<file path="config.mk">
export PLATFORM = sky130hd
export DESIGN_NAME = mem_resp_queue
export DESIGN_NICKNAME = d
export VERILOG_FILES = /design/src/rtl/mem_resp_queue.sv
export SDC_FILE = /design/constraint.sdc
export NUM_CORES = 1
export LEC_CHECK = 0
export BUFFER_PORTS_ARGS = -buffer_cell sky130_fd_sc_hd__buf_4
export CORE_MARGIN = 1.5
export CORE_UTILIZATION = 55
export CTS_BUF_LIST = sky130_fd_sc_hd__clkbuf_8
export DETAILED_ROUTE_END_ITERATION = 10
export MAX_ROUTING_LAYER = met4
export PLACE_DENSITY = 0.75
export SLEW_MARGIN = 20
export SYNTH_ARGS = -nofsm -noshare
export SYNTH_HDL_FRONTEND = slang
export SYNTH_SLANG_ARGS = --single-unit
</file>
<file path="constraint.sdc">
create_clock -name clk -period 3.7 [get_ports clk]
set_clock_uncertainty 0.1 [all_clocks]
set_input_delay 0.74 -clock clk [delete_from_list [all_inputs] [get_ports clk]]
set_output_delay 0.74 -clock clk [all_outputs]
set_load 0.01 [all_outputs]
</file>
<file path="src/rtl/mem_resp_queue.sv">
// In-order response tracker for MEM-stage data-SRAM transactions: records per-request
// metadata, matches data_ok beats oldest-first, extends load data and hands results to WB.
module mem_resp_queue #(
  parameter int DEPTH = 4,
  parameter int TAG_W = 5,
  parameter int CNT_W = $clog2(DEPTH + 1)
) (
  input  logic             clk,
  input  logic             reset,
  output logic             acc_ready,
  input  logic             acc_fire,
  input  logic             acc_is_store,
  input  logic [2:0]       acc_ld_op,
  input  logic [1:0]       acc_offset,
  input  logic [TAG_W-1:0] acc_tag,
  input  logic             data_ok,
  input  logic [31:0]      rdata,
  input  logic             flush,
  output logic             out_valid,
  input  logic             out_ready,
  output logic [31:0]      out_data,
  output logic [TAG_W-1:0] out_tag,
  output logic             out_is_store,
  output logic             busy,
  output logic             err_spurious
);

  localparam int PTR_W = $clog2(DEPTH);
  localparam logic [CNT_W-1:0] FULL = CNT_W'(DEPTH);

  logic [PTR_W-1:0] wr_ptr_q, fill_ptr_q, rd_ptr_q;
  logic [CNT_W-1:0] count_q, count_d, pend_q, pend_d;
  logic             err_q;

  logic             is_store_q [DEPTH];
  logic [2:0]       ld_op_q    [DEPTH];
  logic [1:0]       offset_q   [DEPTH];
  logic [TAG_W-1:0] tag_q      [DEPTH];
  logic [31:0]      data_q     [DEPTH];
  logic             filled_q   [DEPTH];
  logic             cancel_q   [DEPTH];

  logic alloc, fill, spurious, head_live, discard, retire;

  function automatic logic [31:0] extract(input logic st, input logic [2:0] op,
                                          input logic [1:0] off, input logic [31:0] d);
    logic signed [7:0]  b;
    logic signed [15:0] h;
    logic [31:0]        r;
    b = d[{off, 3'b000} +: 8];
    h = off[1] ? d[31:16] : d[15:0];
    case (op)
      3'b001:  r = {{24{b[7]}}, b};
      3'b010:  r = {24'd0, b};
      3'b011:  r = {{16{h[15]}}, h};
      3'b100:  r = {16'd0, h};
      default: r = d;
    endcase
    return st ? 32'd0 : r;
  endfunction

  assign acc_ready = (count_q < FULL);
  assign alloc     = acc_fire & acc_ready;
  // A same-cycle alloc cannot absorb a beat: only registered pend decides.
  assign fill      = data_ok & (pend_q != '0);
  assign spurious  = data_ok & (pend_q == '0);

  assign head_live = (count_q != '0) & filled_q[rd_ptr_q];
  assign out_valid = head_live & ~cancel_q[rd_ptr_q] & ~flush;
  assign discard   = head_live & cancel_q[rd_ptr_q];
  assign retire    = (out_valid & out_ready) | discard;

  assign out_data     = data_q[rd_ptr_q];
  assign out_tag      = tag_q[rd_ptr_q];
  assign out_is_store = is_store_q[rd_ptr_q];
  assign busy         = (count_q != '0);
  assign err_spurious = err_q;

  always_comb begin
    count_d = count_q;
    pend_d  = pend_q;
    case ({alloc, retire})
      2'b10:   count_d = count_q + CNT_W'(1);
      2'b01:   count_d = count_q - CNT_W'(1);
      default: count_d = count_q;
    endcase
    case ({alloc, fill})
      2'b10:   pend_d = pend_q + CNT_W'(1);
      2'b01:   pend_d = pend_q - CNT_W'(1);
      default: pend_d = pend_q;
    endcase
  end

  // Control state: pointers, occupancy, per-entry status flags
  always_ff @(posedge clk) begin
    if (reset) begin
      wr_ptr_q   <= '0;
      fill_ptr_q <= '0;
      rd_ptr_q   <= '0;
      count_q    <= '0;
      pend_q     <= '0;
      err_q      <= 1'b0;
      for (int i = 0; i < DEPTH; i++) begin
        filled_q[i] <= 1'b0;
        cancel_q[i] <= 1'b0;
      end
    end else begin
      if (alloc)    wr_ptr_q   <= wr_ptr_q + PTR_W'(1);
      if (fill)     fill_ptr_q <= fill_ptr_q + PTR_W'(1);
      if (retire)   rd_ptr_q   <= rd_ptr_q + PTR_W'(1);
      if (spurious) err_q      <= 1'b1;
      count_q <= count_d;
      pend_q  <= pend_d;
      // Free slots may be marked too; alloc rewrites cancel before they matter.
      for (int i = 0; i < DEPTH; i++) begin
        if (flush)
          cancel_q[i] <= 1'b1;
        if (fill && fill_ptr_q == PTR_W'(i))
          filled_q[i] <= 1'b1;
        if (alloc && wr_ptr_q == PTR_W'(i)) begin
          filled_q[i] <= 1'b0;
          cancel_q[i] <= flush;
        end
      end
    end
  end

  // Payload storage, not reset
  always_ff @(posedge clk) begin
    if (alloc) begin
      is_store_q[wr_ptr_q] <= acc_is_store;
      ld_op_q[wr_ptr_q]    <= acc_ld_op;
      offset_q[wr_ptr_q]   <= acc_offset;
      tag_q[wr_ptr_q]      <= acc_tag;
    end
    if (fill)
      data_q[fill_ptr_q] <= extract(is_store_q[fill_ptr_q], ld_op_q[fill_ptr_q],
                                    offset_q[fill_ptr_q], rdata);
  end

endmodule

</file>
# Word-level counts from Yosys, hierarchy flattened

Memories as Yosys holds them, arrays and structs flattened. A register that Yosys moved wholly into a read port is not among the register bits.
Index checks and enable logic that the tools add are counted.

Bits in registers: 13
Latch bits: 0
RAM bits: 180
Memory bits (read-only): 0
Output and inout port bits: 42
Word-level logic and storage cells: 149
Memories: 7

Memory list:

| memory      | depth | bits a word | read ports | clocked after memory_dff | wr ports | line | RTL |
|---|---|---|---|---|---|---|---|
| data_q      | 4     | 32          | 1          | 1                        | 1        | 39   | `logic [31:0] data_q [DEPTH];` |
| tag_q       | 4     | 5           | 1          | 1                        | 1        | 38   | `logic [TAG_W-1:0] tag_q [DEPTH];` |
| ld_op_q     | 4     | 3           | 1          | 1                        | 1        | 36   | `logic [2:0] ld_op_q [DEPTH];` |
| offset_q    | 4     | 2           | 1          | 1                        | 1        | 37   | `logic [1:0] offset_q [DEPTH];` |
| cancel_q    | 4     | 1           | 1          | 1                        | 4        | 41   | `logic cancel_q [DEPTH];` |
| filled_q    | 4     | 1           | 1          | 1                        | 4        | 40   | `logic filled_q [DEPTH];` |
| +1 memories | n/a   | n/a         | n/a        | n/a                      | n/a      | n/a  |  |

Add/subtract/negate cells: 7
$mul: 0
Divide/modulo/power cells: 0
Order comparisons: 1
Equality and inequality tests: 14
Shifts and indexed selects: 1
Multiplexer cells: 71
Bitwise logic cells: 27
Reductions and logical operators: 15

Operators by type and width:

| operator                                            | number |
|---|---|
| one-hot mux 32 bit (4 select lines)                 | 1 |
| 2-to-1 mux 32 bit                                   | 2 |
| 2-to-1 mux 1 bit                                    | 49 |
| 2-to-1 mux 2 bit                                    | 16 |
| variable part select 32 x 6 -> 8 bit                | 1 |
| bitwise OR 1 bit                                    | 17 |
| 2-to-1 mux 16 bit                                   | 1 |
| equality test 2 bit, second input constant          | 6 |
| one-hot mux 3 bit (2 select lines)                  | 2 |
| bitwise AND 1 bit                                   | 8 |
| equality test 2 x 1 -> 1 bit, second input constant | 4 |
| logical AND 1 bit                                   | 8 |
| adder 2 x 1 -> 2 bit, second input constant         | 3 |
| adder 3 x 1 -> 3 bit, second input constant         | 2 |
| equality test 3 x 2 -> 1 bit, second input constant | 2 |
| nonzero test 3 bit                                  | 2 |
| subtractor 3 x 1 -> 3 bit, second input constant    | 2 |
| logical NOT 2 bit                                   | 2 |
| nonzero test 2 bit                                  | 2 |
| equality test 3 x 1 -> 1 bit, second input constant | 1 |
| equality test 3 bit, second input constant          | 1 |
| logical NOT 3 bit                                   | 1 |
| less-than comparator 3 bit, second input constant   | 1 |
| inverter 1 bit                                      | 2 |

# Logic depth before layout (Yosys ltp)

Gate-level depths: netlist of the first run.

Depth in word-level cells: 8
Gate-level depth with buffers: 9
Gate-level depth less buffers: 8

# Least setup slack after synthesis of the first run

No wires, ideal clock.

Path type: reg-to-output
From: register with a tool-made name
To: output out_data[15]
Data arrival time: 1.671 ns
Required time: 2.860 ns
Slack: 1.189 ns
Stages on the path, launching flop included: 5
Buffers on the path: 3
Path through: dfxtp_1 > clkbuf_1 > buf_2 > buf_2 > mux4_2

RTL lines:

| item             | line | RTL |
|---|---|---|
| end: declaration | 21   | `output logic [31:0] out_data,` |

==> reports/metrics.cfg, run 1 <==
[global_routing]
grt_usage=0.2254
grt_max_degree=34
grt_pass1_wl_mm=25.67
antenna_found_initial=0
overflow=0
first_global_vias=4736

[timing]
timing.setup.tns_ps=0
slew_violations=0
period_minus_slack_ps=3069
max-slew-margin-rel=0.4727
rsz0062_at_grt=no
finalHoldViolations=0
max_clock_freq_ghz=0.3259
hold_ws_ps=364.4
fin_crit_sh=0.8294
worst_pin_slew_ps=790.8
final-setup-viol-count=0

[worst_setup_path]
rrSetupSlack_ps=630
crit_family=multiplexers
worstSetupEndpointType=register
timing.rr.end=data_q[3][1]
worstRegToRegCells=5
slowest_stage=mux4_2
arrival_ps=3170
required_ps=3800
criticalPathCategory=reg2reg
cp-start-kind=register
worstPathMaxFanout=17
max_stage_delay_ps=760
crit_chain=mux4_2 > o21a_4 > nor2_4 > nor2_2 > a221o_1
cp_num_buf_inv=0

[pwr]
p_leak_nw=3.298
cellPowerDensity_nw_per_um2=672.0
power.total_mw=6.460
ir_drop_uv=409.4

[synthesis]
synth_area_leaders=edfxtp_1 (64%), mux4_2 (12%), dfxtp_1 (4.0%)
syn_area_per_cell_um2=16.79
netlist_instances=502
synthesis.nets=563
synth_top_cell_area_share=0.6413
synth.cell_area_um2=8428
ys_types=45
ys_seq_elements=197
synth_ff_type=edfxtp_1
ys_seq_area_frac=0.6817
yosys.area.top_type=edfxtp_1
synth_most_common_cell=edfxtp_1
synth_edf_count=180
synth_common_cells=edfxtp_1 (180), mux4_2 (46), nor2_1 (35)
async_reset_ff_frac=0
yosysWarningCount=0

[clocking]
htreeDepth=4
cts_resized=0
cts_hold_buffers=0
post_cts_buffers=0
cts_tree=yes
clk_pin_slew_ps=100
root_buffer=clkbuf_8
clk_latency_ps=470
numCtsBuffers=17
clock_tree.buffer_depth=2
clock-sinks=197

[cells_and_area]
drive_gt1_frac=0.3174
area_delta_synth_final_pct=14.06
nets=653
diodes=0
instances_no_fill=793
fin_util=0.6371

[floorplan]
die_h_um=126.8
ios=91
rows=45
start_util=0.5585
dieWidth_um=126.8
dieArea_um2=16080
coreArea_um2=15090

[min_path]
worst_hold_path.endpoint=offset_q[0][0]
min_from=acc_offset[0]
min_path_type=in2reg
holdPathStages=1

[route]
drt_iter0_drc=376
postRouteAntennaNets=0
drt_first_pass_iters=4
drt-total-wl_mm=16.51
drc_errors=0
wl_per_cell_um=20.82
vias=4733
vias_per_cell=5.968

[place]
gp_congestion=0.8510
io_buffer_count=90
place_inst=761
dp_hpwl_mm=11.16

[job]
drv_cap=0

[status]
status=finished clean

## layer usage
layer | part of all wire | vias up | track usage | routed length [um]
li1 | - | 2132 | - | -
met1 | 0.41 | 2400 | 0.2926 | 6830
met2 | 0.51 | 183 | 0.3610 | 8360
met3 | 0.068 | 18 | 0.05230 | 1129
met4 | 0.012 | 0 | 0.06751 | 190
met5 | 0 | - | - | 0
## cell families (layout without fill, tap and decap cells)
logic type               Yosys count  after routing  synth area share
XOR/XNOR                           9              9          0.009353
flip-flops                       197            197            0.6817
AND/OR/NAND/NOR                  113            113           0.06992
multiplexers                      53             53            0.1314
adder cells (fa/ha/maj)           12             12           0.01960
buffers and inverters             46            149           0.02568
AO/OA/AOI/OAI                     72             72           0.06235
## placed cells by master (no fill, tap or decap), types with 7 or more instances in the layout
cell	Yosys	layout
a21oi_1	29	29
a221o_1	7	7
buf_4	1	97
clkbuf_8	0	17
dfxtp_1	17	15
edfxtp_1	180	180
ha_1	10	10
inv_1	19	19
mux4_2	46	46
nand2_1	29	29
nor2_1	35	35
nor2b_1	9	9
nor3_1	7	7
o211ai_1	17	17
o22a_1	7	7
or2_1	7	7
or3_1	8	8
## flip-flops by register name, summed over array words and instances, names as in the netlist, 3 cells and up, named ones only
signal / count
data_q: 128
tag_q: 20
ld_op_q: 12
offset_q: 8
cancel_q: 4
filled_q: 4
is_store_q: 4
count_q: 3
pend_q: 3
## worst max path at each step
stage / from / to / cells after the start
6_report: register / data_q[3][1] / 5
3_5_place_dp: register / data_q[1][6] / 5
2_1_floorplan: register / out_data[15] / 4
3_3_place_gp: register / data_q[0][17] / 5
5_1_grt: register / data_q[3][7] / 5
4_1_cts: register / data_q[1][6] / 5
## worst register-to-register path, cell delays in order (launching register included)
cell and delay (ps):
dfxtp_1 630, mux4_2 760, o21a_4 300, nor2_4 410
nor2_2 160, a221o_1 440
## stage by stage
step           cell area (um2)  setup slack (ps)
5_1_grt                   9613             451.9
6_report                  9613             631.2
3_5_place_dp              9256             625.5
2_1_floorplan             8428              1189
4_1_cts                   9613             599.6
3_3_place_gp              9253             499.9
## area by class of cell
class / count / area [um2]
flip-flops and latches: 197 / 5748
fillers: 1088 / 5477
clock buffers: 17 / 234.0
multi-input cells: 259 / 2470
repair buffers: 97 / 728.2
inverters: 20 / 75.07
well taps: 188 / 235.2
clock inverters: 15 / 122.6
## power by group
part / switching, mW / total (mW) / internal [mW]
clock network: 0.755 / 1.23 / 0.480
logic: 1.24 / 2.12 / 0.879
registers: 0.112 / 3.11 / 3.00
total: 2.10 / 6.46 / 4.36
(Power assumes the default switching activity.)
==> inputs of run 2 (changes only) <==
Settings changed: PLACE_DENSITY 0.75 to 0.78.
Clock period 3.7 ns to 2.52 ns, I/O delays scaled along.
==> reports/metrics.cfg, run 2 (synthesized netlist as in run 1, its figures left out) <==
[status]
status=finished clean

[worst_setup_path]
crit_chain=buf_12 > mux4_2 > or3_4 > buf_12 > a31oi_4 > a221o_1
arrival_ps=2720
required_ps=2720
cp-start-kind=register
criticalPathCategory=reg2reg
worstSetupEndpointType=register
worstPathMaxFanout=9
max_stage_delay_ps=620
slowest_stage=mux4_2
crit_top_cell=buf_12

[floorplan]
dieWidth_um=126.8
rows=45
start_util=0.5585
dieArea_um2=16080
ios=91
die_h_um=126.8
coreArea_um2=15090

[timing]
rsz0062_at_grt=yes
period_minus_slack_ps=2519
max_clock_freq_ghz=0.3970
max-slew-margin-rel=0.6959
fin_crit_sh=0.9996
setup_slack_ps=0.9102
finalHoldViolations=0
timing.setup.tns_ps=0
slew_violations=0
worst_pin_slew_ps=456.2
final-setup-viol-count=0

[min_path]
min_from=acc_offset[0]
min_path_type=in2reg

[route]
drt_first_pass_iters=5
wl_per_cell_um=21.58
drc_errors=0
drt-total-wl_mm=17.74
drt_iter0_drc=411
vias_per_cell=5.953
vias=4893
postRouteAntennaNets=0

[global_routing]
overflow=0
grt_pass1_wl_mm=26.96
antenna_found_initial=0
grt_max_degree=38
first_global_vias=4958
grt_usage=0.2364

[cells_and_area]
mostFrequentLayoutCell=edfxtp_1
top_register=data_q
mostFrequentLayoutCells=edfxtp_1 (180), buf_4 (88), mux4_2 (46)
instances_no_fill=822
nets=685
area_delta_synth_final_pct=21.02
fin_util=0.6760
reg_top3=data_q x128, tag_q x20, ld_op_q x12
largest_reg_flops=128
drive_gt1_frac=0.3644
diodes=0

[place]
dp_hpwl_mm=11.11
pre_cts_slack_ps=-20.58
place_inst=779
gp_congestion=0.9036
io_buffer_count=90

[pwr]
p_leak_nw=3.554
power.total_mw=10.20
ir_drop_uv=523.6
cellPowerDensity_nw_per_um2=999.8

[job]
drv_cap=0

[clocking]
root_buffer=clkbuf_8
numCtsBuffers=17
clk_pin_slew_ps=90
htreeDepth=4
clock-sinks=197
cts_tree=yes
clock_tree.buffer_depth=2
clk_latency_ps=460

-- run 2: layer usage --
| metal | vias to the layer above | GRT usage | wire length (um) |
|---|---|---|---|
| met1 | 2452 | 0.2979 | 7142 |
| met2 | 207 | 0.3860 | 8965 |
| met3 | 37 | 0.05019 | 1195 |
| met4 | 0 | 0.08222 | 431 |
| li1 | 2197 | - | - |
| met5 | - | - | 0 |
-- run 2: worst paths after layout --
| path | endpoint | slack (ps) | cells after the start |
|---|---|---|---|
| worst min-delay path | offset_q[1][0] | 140 | 1 |
| worst max register to register | data_q[0][0] | 0.9 | 6 |
| worst min register to register | err_spurious | 380 | 2 |
| worst max-delay path | data_q[0][0] | 0.9 | 6 |
-- run 2: through the flow --
step	hold WS (ps)	area [um2]
detailed placement	361.3	9488
floorplan	358.8	8428
finish	142.6	10200
CTS	112.5	9975
global placement	353.2	9488
global route	121.3	10200
-- run 2: critical path: cells and delay by family, from the launching register on --
family / cells / cell delay, ps
mux: 1 / 620
compound gates: 2 / 540
simple gates: 1 / 470
flops: 1 / 350
buf+inv: 2 / 290
-- run 2: what timing repair did --
action / 4_1_cts / 5_1_grt
setup endpoints to repair: 73 / 85
pin swaps: 4 / 9
resized for setup: 9 / 38
hold endpoints to repair: 0 / 0
hold buffers: 0 / 0
gates cloned: 3 / 2
setup buffers: 4 / 5
-- run 2: layout make-up --
cell class                      count  area (um2)
Inverter                           20       75.07
Timing Repair Buffer              128        1227
Clock inverter                     12       117.6
Fill cell                        1029        4890
Tap cell                          188       235.2
Sequential cell                   197        5752
Clock buffer                       17       234.0
Multi-Input combinational cell    260        2559
-- run 2: power by group --
group	internal (mW)	switching (mW)	total, mW
registers	4.40	0.155	4.55
clock network	0.850	0.994	1.84
logic	1.77	2.03	3.80
